File: src/rtl/i2s_array_rx.sv
// Multi-line I2S / left-justified receiver: NUM_LINES stereo data lines on a shared bit clock and WS.
// Optional half-frame length checking is enabled by defining I2S_ARRAY_RX_FRAME_CHECK_EN.
module i2s_array_rx #(
  parameter int unsigned NUM_LINES = 4,
  parameter int unsigned DATAWIDTH = 24,
  parameter int unsigned SLOTWIDTH = 32
) (
  input  logic                           clk_mic,
  input  logic                           rst_mic_n,
  input  logic                           en,
  input  logic                           mode,
  input  logic                           WS,
  input  logic [NUM_LINES-1:0]           DATA,
  output logic [NUM_LINES*DATAWIDTH-1:0] L_DATA,
  output logic [NUM_LINES*DATAWIDTH-1:0] R_DATA,
  output logic                           frame_valid,
  output logic                           frame_err,
  output logic [15:0]                    frame_cnt
);

  localparam int unsigned CW = $clog2(SLOTWIDTH + 1);
  localparam logic [CW-1:0] LAST_IDX = CW'(SLOTWIDTH - 1);

  typedef enum logic [1:0] {IDLE, LEFT, RIGHT} state_t;

  state_t state, state_nxt;
  logic ws_d, mode_q;
  logic [CW-1:0] bit_cnt;
  logic [NUM_LINES-1:0][DATAWIDTH-1:0] sr_l, sr_r;

  logic fall_c, rise_c, edge_c, err_c;
  logic enter_left_c, mode_eff_c, in_win_c, cap_l_c, cap_r_c, load_c;
  logic [CW-1:0] raw_idx_c, idx_c, load_idx_c;

  // WS edge detection and bit index of the current cycle within its half
  always_comb begin
    fall_c    = ws_d & ~WS;
    rise_c    = ~ws_d & WS;
    edge_c    = fall_c | rise_c;
    raw_idx_c = bit_cnt + CW'(1);
    idx_c     = edge_c ? '0 : ((bit_cnt == LAST_IDX) ? LAST_IDX : raw_idx_c);
  end

`ifdef I2S_ARRAY_RX_FRAME_CHECK_EN
  // Short half: closing edge before the last slot bit; long half: no edge after it
  always_comb begin
    err_c = 1'b0;
    if (en && (state != IDLE)) begin
      if (((state == LEFT) && rise_c) || ((state == RIGHT) && fall_c))
        err_c = (bit_cnt != LAST_IDX);
      else if (!edge_c && (bit_cnt == LAST_IDX))
        err_c = 1'b1;
    end
  end
`else
  assign err_c = 1'b0;
`endif

  always_ff @(posedge clk_mic) begin
    if (!rst_mic_n) state <= IDLE;
    else            state <= state_nxt;
  end

  always_comb begin
    state_nxt = state;
    if (!en || err_c) begin
      state_nxt = IDLE;
    end else begin
      case (state)
        IDLE:    if (fall_c) state_nxt = LEFT;
        LEFT:    if (rise_c) state_nxt = RIGHT;
        RIGHT:   if (fall_c) state_nxt = LEFT;
        default: state_nxt = IDLE;
      endcase
    end
  end

  // The fall that opens a frame already uses the newly latched mode for bit 0
  always_comb begin
    enter_left_c = 1'b0;
    mode_eff_c   = mode_q;
    in_win_c     = 1'b0;
    enter_left_c = (state_nxt == LEFT) && (state != LEFT);
    mode_eff_c   = enter_left_c ? mode : mode_q;
    if (mode_eff_c) in_win_c = (idx_c < CW'(DATAWIDTH));
    else            in_win_c = (idx_c != '0) && (idx_c <= CW'(DATAWIDTH));
    cap_l_c      = in_win_c && (state_nxt == LEFT);
    cap_r_c      = in_win_c && (state_nxt == RIGHT);
    load_idx_c   = mode_q ? CW'(DATAWIDTH) : CW'(DATAWIDTH + 1);
    load_c       = en && !err_c && (state == RIGHT) && (raw_idx_c == load_idx_c);
  end

  always_ff @(posedge clk_mic) begin
    if (!rst_mic_n) begin
      ws_d        <= 1'b0;
      mode_q      <= 1'b0;
      bit_cnt     <= '0;
      sr_l        <= '0;
      sr_r        <= '0;
      L_DATA      <= '0;
      R_DATA      <= '0;
      frame_valid <= 1'b0;
      frame_err   <= 1'b0;
      frame_cnt   <= 16'd0;
    end else begin
      ws_d        <= WS;
      bit_cnt     <= idx_c;
      frame_valid <= load_c;
      frame_err   <= err_c;
      if (enter_left_c) mode_q <= mode;
      for (int k = 0; k < NUM_LINES; k++) begin
        if (cap_l_c) sr_l[k] <= DATAWIDTH'({sr_l[k], DATA[k]});
        if (cap_r_c) sr_r[k] <= DATAWIDTH'({sr_r[k], DATA[k]});
      end
      if (load_c) begin
        L_DATA    <= sr_l;
        R_DATA    <= sr_r;
        frame_cnt <= frame_cnt + 16'd1;
      end
    end
  end

endmodule
File: config.mk
export PLATFORM = sky130hd
export DESIGN_NAME = i2s_array_rx
export DESIGN_NICKNAME = d
export VERILOG_FILES = /design/src/rtl/i2s_array_rx.sv
export SDC_FILE = /design/constraint.sdc
export NUM_CORES = 1
export LEC_CHECK = 0
export BUFFER_PORTS_ARGS = -buffer_cell sky130_fd_sc_hd__buf_2
export CELL_PAD_IN_SITES_DETAIL_PLACEMENT = 0
export CELL_PAD_IN_SITES_GLOBAL_PLACEMENT = 1
export CORE_MARGIN = 5
export CORE_UTILIZATION = 43
export CTS_CLUSTER_SIZE = 30
export DETAILED_ROUTE_END_ITERATION = 8
export PLACE_DENSITY = 0.83
export RECOVER_POWER = 100
export SETUP_SLACK_MARGIN = 0.2
export SLEW_MARGIN = 20
export SYNTH_ARGS = -nofsm -noshare
export SYNTH_HDL_FRONTEND = slang
export SYNTH_SLANG_ARGS = --single-unit
File: constraint.sdc
create_clock -name clk_mic -period 3.3 [get_ports clk_mic]
set_input_delay 0.99 -clock clk_mic [delete_from_list [all_inputs] [get_ports clk_mic]]
set_output_delay 0.99 -clock clk_mic [all_outputs]
set_load 0.1 [all_outputs]
[Word level (Yosys, flattened, before mapping)]
Index checks and enable logic that the tools add are counted.
Storage, ports and cells
  bits in registers: 411
  bits of input ports: 9
  output and inout port bits: 210
Cells by class
  add/subtract/negate cells: 2
  order comparisons: 2
  equality and inequality tests: 7
  multiplexer cells: 9
  bitwise operators: 5
  reduce and logical (&&, ||, !) cells: 9
Operators by type and width (count)
  $add A16 B1 Y16 const B: 1
  $mux W6: 2
  $add A6 B1 Y6 const B: 1
  $eq A6 B5 Y1: 1
  $eq A6 B5 Y1 const B: 1
  $le A6 B5 Y1 const B: 1
  $logic_and A1 B1 Y1: 6
  $lt A6 B5 Y1 const B: 1
  $mux W2: 3
  $reduce_bool A6 Y1: 1
  $eq A2 B1 Y1 const B: 2
  $eq A2 B2 Y1 const B: 2
  $pmux W2 S2: 1
  $mux W1: 3
  $and A1 B1 Y1: 2
  $logic_not A2 Y1: 1
  $ne A2 B1 Y1 const B: 1
  $not A1 Y1: 2
  $reduce_or A2 Y1: 1
  $or A1 B1 Y1: 1

[Logic depth before layout (Yosys ltp)]
Gate-level depths: netlist (run 1).
  word-level depth: 10
  depth in mapped cells: 11
  mapped depth without buffers: 8

[Worst setup path before layout (run 1)]
No wires, ideal clock.
  path kind: input -> register
  start point: in WS
  end point: reg sr_l[0] in the netlist's numbering
  arrival time: 2776 ps
  setup slack: 452 ps
  cell stages on the path: 11
  buffers on the path: 3
  cells stage by stage: inv_1 ha_1 nand3b_1 mux2i_1 nand4_1 and3_1 nor4b_2 buf_6 buf_6 buf_6 mux2i_1
Between the ends
  word-level cells in the longest chain between the ends: 10
  elaborated cells on any way between the ends: 18
  classes of those cells: 2 x order compare; 1 x eq/ne; 7 x mux; 4 x bitwise; 4 x reduce/logical
RTL lines
  start, declared: RTL line 12  | input logic WS,
  parallel branches: the longest is 9 deep, another holds $le A6 B5 Y1
  $logic_and A1 B1 Y1 (*): RTL line 87  | cap_l_c = in_win_c && (state_nxt == LEFT);
  end signal, assigned by index: RTL line 112  | if (cap_l_c) sr_l[k] <= DATAWIDTH'({sr_l[k], DATA[k]});
  end, declared: RTL line 29  | logic [NUM_LINES-1:0][DATAWIDTH-1:0] sr_l, sr_r;
Every way passes the cells marked *.
A chain may end at the register's enable or synchronous reset.

[Worst setup path in the final report (run 1)]
  start point: reg bit_cnt[0]
  end point: reg R_DATA[16]
Between the ends
  word-level cells in the longest chain between the ends: 3
RTL lines
  start, declared: RTL line 28  | logic [CW-1:0] bit_cnt;
  start signal, assigned: RTL line 107  | bit_cnt <= idx_c;
  $add A6 B1 Y6: RTL line 40  | raw_idx_c = bit_cnt + CW'(1);
  $eq A6 B5 Y1: RTL line 90  | load_c = en && !err_c && (state == RIGHT) && (raw_idx_c == load_idx_c);
  $logic_and A1 B1 Y1: RTL line 90
  end signal, assigned: RTL line 117  | R_DATA <= sr_r;
  end, declared: RTL line 15  | output logic [NUM_LINES*DATAWIDTH-1:0] R_DATA,
No other way between the ends.

==> flow_summary.json, run 1 <==
{
  "outcome": "finished with violations",
  "violations": "max-capacitance violations, max-slew violations",
  "routed_wl_um": 33500,
  "path_class": "reg -> reg",
  "start_util_pct": 43.8,
  "htree_num_levels": 2,
  "core_area_um2": 33600,
  "drive_gt1_share_pct": 5.48,
  "finalHoldViolations": 0,
  "synth-seq-cells": 411,
  "synth_edf_count": 0,
  "max_freq_ghz": 0.340,
  "yosys_warnings": 0,
  "crit_path_max_fanout": 144,
  "p_leak_uw": 0.00569,
  "holdPathStages": 2,
  "syn_area_um2": 14700,
  "gp_congestion": 0.765,
  "final.setup.worst_slack_ns": 0.355,
  "rrSetupSlack_ns": 0.36,
  "worstRegToRegCells": 9,
  "fin_tns_setup_ns": 0,
  "end_kind": "flip-flop",
  "rows": 67,
  "synth_nets": 1638,
  "cts_buffer_depth": 3,
  "firstDrtPassIters": 4,
  "clk_pin_slew_ns": 0.06,
  "cts_resized": 0,
  "post-route-util_pct": 51.5,
  "fin_skew_ns": 0.0143,
  "slew_headroom_pct": -14.9,
  "async_reset_ff_share_pct": 0,
  "groute.usage.overall_pct": 16.9,
  "critPathLaunchType": "flip-flop",
  "r2r-start": "bit_cnt[0]$_SDFF_PN0_",
  "holdPathEnd": "R_DATA[64]$_SDFFE_PN0P_",
  "drv_cap": 2,
  "cts-root-buf": "clkbuf_16",
  "synthFlopType": "dfxtp_1",
  "cp.arrival_ns": 3.33,
  "die_w_um": 195,
  "hp-class": "reg -> reg",
  "fin_hold_ws_ns": 0.445,
  "die_y_um": 195,
  "rsz0062_at_grt": "false",
  "io_buffers": 217,
  "cts_made_buffers": 43,
  "drt_iter0_drc": 541,
  "drt-vias-per-instance": 4.92,
  "via_count": 11195,
  "nNetsFinal": 1811,
  "synth-seq-area-share_pct": 55.9,
  "worstPathRequired_ns": 3.68,
  "syn-instance-count": 1625,
  "dpl_worst_slack_ns": 0.0475,
  "cts_tree": "yes",
  "place_inst": 2201,
  "tightestPinTransition_ns": 1.72,
  "grt_max_degree": 145,
  "clkLatencyLatePin_ns": 0.53,
  "syn_area_per_cell_um2": 9.05,
  "ir_drop_v": 0.000348,
  "antenna_found_initial": 0,
  "dpl.hpwl_um": 21900,
  "drv_slew": 90,
  "grt_pass1_wl_um": 55600,
  "grt_pass1_vias": 10773,
  "hold_buffers": 0,
  "post-cts-setup-buffers": 0,
  "powerDensity_nw_per_um2": 575,
  "startpoint": "bit_cnt[0]$_SDFF_PN0_",
  "wire_per_inst_um": 14.7,
  "synth_cell_types": 46,
  "area_delta_synth_final_pct": 17.8,
  "insertedDiodeCount": 0,
  "fin_crit_ns": 2.94,
  "stdcell_count": 2274,
  "design.die.area_um2": 38000,
  "min_period_over_period_pct": 89.2,
  "drcViolationCount": 0,
  "hold_start": "sr_r[64]$_SDFFE_PN0P_",
  "grt-ovfl-total": 0,
  "ios": 219,
  "r2r-end": "R_DATA[16]$_SDFFE_PN0P_",
  "cts.sinks": 411,
  "ant_nets": 0,
  "setup_violations": 0
}
-- cells in the mapped netlist (all sizes together), types with 5 or more instances --
cell | number | area (um^2)
dfxtp | 411 | 8230
a21oi | 201 | 1010
buf | 47 | 318
nand3 | 16 | 80.1
nand2 | 595 | 2240
mux2i | 200 | 2000
nor2 | 13 | 48.8
and3 | 9 | 56.3
inv | 10 | 37.5
xor2 | 5 | 43.8
nand2b | 7 | 43.8
clkbuf | 68 | 256
-- area by class of cell --
type / instances / area, um^2
multi-input cells: 1089 / 5890
clock buffers: 60 / 1210
inverters: 10 / 37.5
repair buffers: 243 / 1200
clock inverters: 13 / 203
well taps: 448 / 561
fillers: 3289 / 16300
flip-flops and latches: 411 / 8230
-- sequential cells by signal (all words and copies together), names as in the netlist --
signal,count
frame_cnt,16
sr_r,96
frame_valid,1
bit_cnt,6
state,2
ws_d,1
L_DATA,96
sr_l,96
R_DATA,96
mode_q,1
-- layout by cell type, fill, tap and decap left out, drive strengths merged, types with 3 or more instances in the layout --
cell / n
nand2: 595
dfxtp: 411
clkbuf: 275
a21oi: 201
mux2i: 200
buf: 28
nand3: 16
nor2: 13
inv: 12
and3: 9
nand2b: 7
xor2: 5
bufinv: 5
nand4: 4
ha: 4
clkinv: 4
xnor2: 3
o21ai: 3
-- routing by layer --
metal  global-route usage, %  share of wire [%]  up-vias
met4                    4.24                2.1        0
met1                    23.7                 48     5217
met2                    27.1                 46      212
met3                    3.17                4.7       50
met5                       0                  0        -
li1                        -                  -     5716
-- kinds of logic (layout without fill, tap and decap cells) --
group | count (synthesis) | count (layout) | share of synthesized area, %
AND/OR/NAND/NOR | 662 | 662 | 17.9
flip-flops | 411 | 411 | 55.9
AO/OA/AOI/OAI | 214 | 214 | 7.54
multiplexers | 200 | 200 | 13.6
buffers and inverters | 125 | 326 | 4.16
XOR/XNOR | 8 | 8 | 0.476
adder cells (fa/ha/maj) | 4 | 4 | 0.340
other | 1 | 1 | 0.0255
-- power breakdown --
group	leakage (uW)	switching [uW]	total [uW]	internal (uW)
logic	0.00170	125	167	42.1
registers	0.00331	4.93	4970	4970
clock network	0.000688	1890	4830	2940
-- worst max path at each step --
stage	endpoint	depth (start not counted)
after floorplan	sr_l[0]$_SDFFE_PN0P_	11
after global placement	sr_l[79]$_SDFFE_PN0P_	11
after detailed placement	sr_l[51]$_SDFFE_PN0P_	11
after CTS	sr_l[51]$_SDFFE_PN0P_	11
after global routing	sr_r[32]$_SDFFE_PN0P_	11
final	R_DATA[16]$_SDFFE_PN0P_	9
-- worst max-delay path, stage by stage (launching register included) --
cell and delay, ns:
dfxtp_1 0.49, ha_1 0.31, nor4bb_1 0.29, nand3_1 0.11
a211oi_1 0.31, clkbuf_1 0.34, nand2_4 0.10, buf_8 0.23
nand2_1 0.25, a21oi_1 0.09
-- metrics by stage --
stage / total power [uW] / area, um^2
floorplan: 5200 / 14700
global placement: 5250 / 16200
detailed placement: 5250 / 16200
CTS: 10100 / 17600
global route: 10300 / 17300
finish: 9970 / 17300
Note: power is estimated with default switching activity, not from simulation.
==> inputs of run 2 (changes only) <==
--- a/config.mk
+++ b/config.mk
@@ -8,6 +8,7 @@
 export BUFFER_PORTS_ARGS = -buffer_cell sky130_fd_sc_hd__buf_2
 export CELL_PAD_IN_SITES_DETAIL_PLACEMENT = 0
 export CELL_PAD_IN_SITES_GLOBAL_PLACEMENT = 1
+export CORE_ASPECT_RATIO = 0.7
 export CORE_MARGIN = 5
 export CORE_UTILIZATION = 43
 export CTS_CLUSTER_SIZE = 30
==> run 2 against run 1 <==
Wire length grew 0.76%. The run still ends with max-capacitance violations, max-slew violations left. Final area shrank 1.5%. Highest routed layer unchanged. Flip-flop and latch count is the same. Count of clock-buffer cells in the layout shrank 5. Non-clock buffer count grew 2. Cell count shrank 0.88%. Clock power shrank 11%. Largest cell class unchanged.
==> flow_summary.json, run 2 (same netlist as run 1, synthesis figures left out) <==
{
  "cts_made_buffers": 40,
  "cts_tree": "yes",
  "finalHoldViolations": 0,
  "worstSetupEndpoint": "L_DATA[95]",
  "cp.arrival_ns": 1.86,
  "core_area_um2": 33600,
  "io_buffers": 217,
  "routed_wl_um": 33700,
  "max_freq_ghz": 0.351,
  "worst-path-buf-inv": 1,
  "slew_headroom_pct": -24.4,
  "worstRegToRegCells": 9,
  "start_util_pct": 43.7,
  "grt_pass1_vias": 11038,
  "via_count": 11164,
  "cpPeakStageDelay_ns": 1.00,
  "setup_violations": 0,
  "drive_gt1_share_pct": 4.95,
  "wire_per_inst_um": 15.0,
  "path_class": "reg -> out",
  "cts_resized": 0,
  "ios": 219,
  "grt_max_degree": 103,
  "crit_path_max_fanout": 2,
  "p_total_uw": 9440,
  "groute.usage.overall_pct": 17.3,
  "crit_path_cell_trace": "clkbuf_1",
  "post-cts-setup-buffers": 0,
  "tightestPinTransition_ns": 1.86,
  "r2r-end": "L_DATA[16]$_SDFFE_PN0P_",
  "powerDensity_nw_per_um2": 553,
  "place_inst": 2190,
  "insertedDiodeCount": 0,
  "path_depth": 1,
  "design.die.area_um2": 38100,
  "startpoint": "L_DATA[95]$_SDFFE_PN0P_",
  "die_w_um": 231,
  "violations": "max-capacitance violations, max-slew violations",
  "ant_nets": 0,
  "fin_tns_setup_ns": 0,
  "drt-vias-per-instance": 4.95,
  "drv_slew": 52,
  "hp-class": "reg -> reg",
  "grt-ovfl-total": 0,
  "drt_iter0_drc": 596,
  "clk_pin_slew_ns": 0.06,
  "fin_hold_ws_ns": 0.449,
  "drcViolationCount": 0,
  "ir_drop_v": 0.000359,
  "antenna_found_initial": 0,
  "firstDrtPassIters": 4,
  "gp_congestion": 0.799,
  "htree_num_levels": 2,
  "cts.sinks": 411,
  "crit_slowest_cell": "clkbuf_1",
  "cts_buffer_depth": 3,
  "final_cell_mix": "nand2_1, dfxtp_1, clkbuf_1",
  "hold_buffers": 0,
  "grt_pass1_wl_um": 55400,
  "holdPathStages": 2,
  "fin_skew_ns": 0.0168,
  "min_period_over_period_pct": 86.3,
  "critPathLaunchType": "flip-flop",
  "worstPathRequired_ns": 2.31,
  "fin_crit_ns": 2.85,
  "nNetsFinal": 1810,
  "dpl.hpwl_um": 22000,
  "end_kind": "output port",
  "clkLatencyLatePin_ns": 0.53,
  "final_common_cell": "nand2_1",
  "p_leak_uw": 0.00559,
  "cts-root-buf": "clkbuf_16",
  "rsz0062_at_grt": "false",
  "drv_cap": 1,
  "rows": 56,
  "rrSetupSlack_ns": 0.49,
  "area_delta_synth_final_pct": 16.0,
  "die_y_um": 165,
  "stdcell_count": 2254,
  "cpLargestDelayFamily": "buffers and inverters",
  "r2r-start": "bit_cnt[0]$_SDFF_PN0_",
  "outcome": "finished with violations"
}
## run 2: worst min-delay path by stage
stage / endpoint / start
floorplan: L_DATA[35]$_SDFFE_PN0P_ / sr_l[35]$_SDFFE_PN0P_
global placement: R_DATA[18]$_SDFFE_PN0P_ / sr_r[18]$_SDFFE_PN0P_
detailed placement: R_DATA[39]$_SDFFE_PN0P_ / sr_r[39]$_SDFFE_PN0P_
CTS: R_DATA[33]$_SDFFE_PN0P_ / R_DATA[33]$_SDFFE_PN0P_
global route: R_DATA[59]$_SDFFE_PN0P_ / sr_r[59]$_SDFFE_PN0P_
finish: R_DATA[27]$_SDFFE_PN0P_ / sr_r[27]$_SDFFE_PN0P_
## run 2: through the flow
step / utilization (%) / setup WS [ns] / instance area, um^2
6_report: 50.8 / 0.451 / 17100
5_1_grt: 50.8 / 0.255 / 17100
4_1_cts: 51.7 / 0.651 / 17400
3_5_place_dp: 48.1 / 0.134 / 16200
3_3_place_gp: 48.1 / 0.162 / 16200
2_1_floorplan: - / 0.452 / 14700
## run 2: cell type report
cell class	instances	area, um^2
Fill cell	3297	16600
Sequential cell	411	8230
Multi-Input combinational cell	1089	5880
Timing Repair Buffer	245	1170
Clock buffer	55	1130
Tap cell	435	544
Clock inverter	9	87.6
Inverter	10	37.5
## run 2: layer usage
layer	vias up	GRT usage [%]	routed length [um]
met1	5253	23.3	16000
met5	-	0	0
met4	0	3.91	568
li1	5685	-	-
met3	40	3.54	1550
met2	186	29.0	15600
## run 2: power by group
group          internal (uW)  switching [uW]  total (uW)
clock                   2460            1840        4300
sequential              4960            5.01        4970
combinational           41.2             126         167
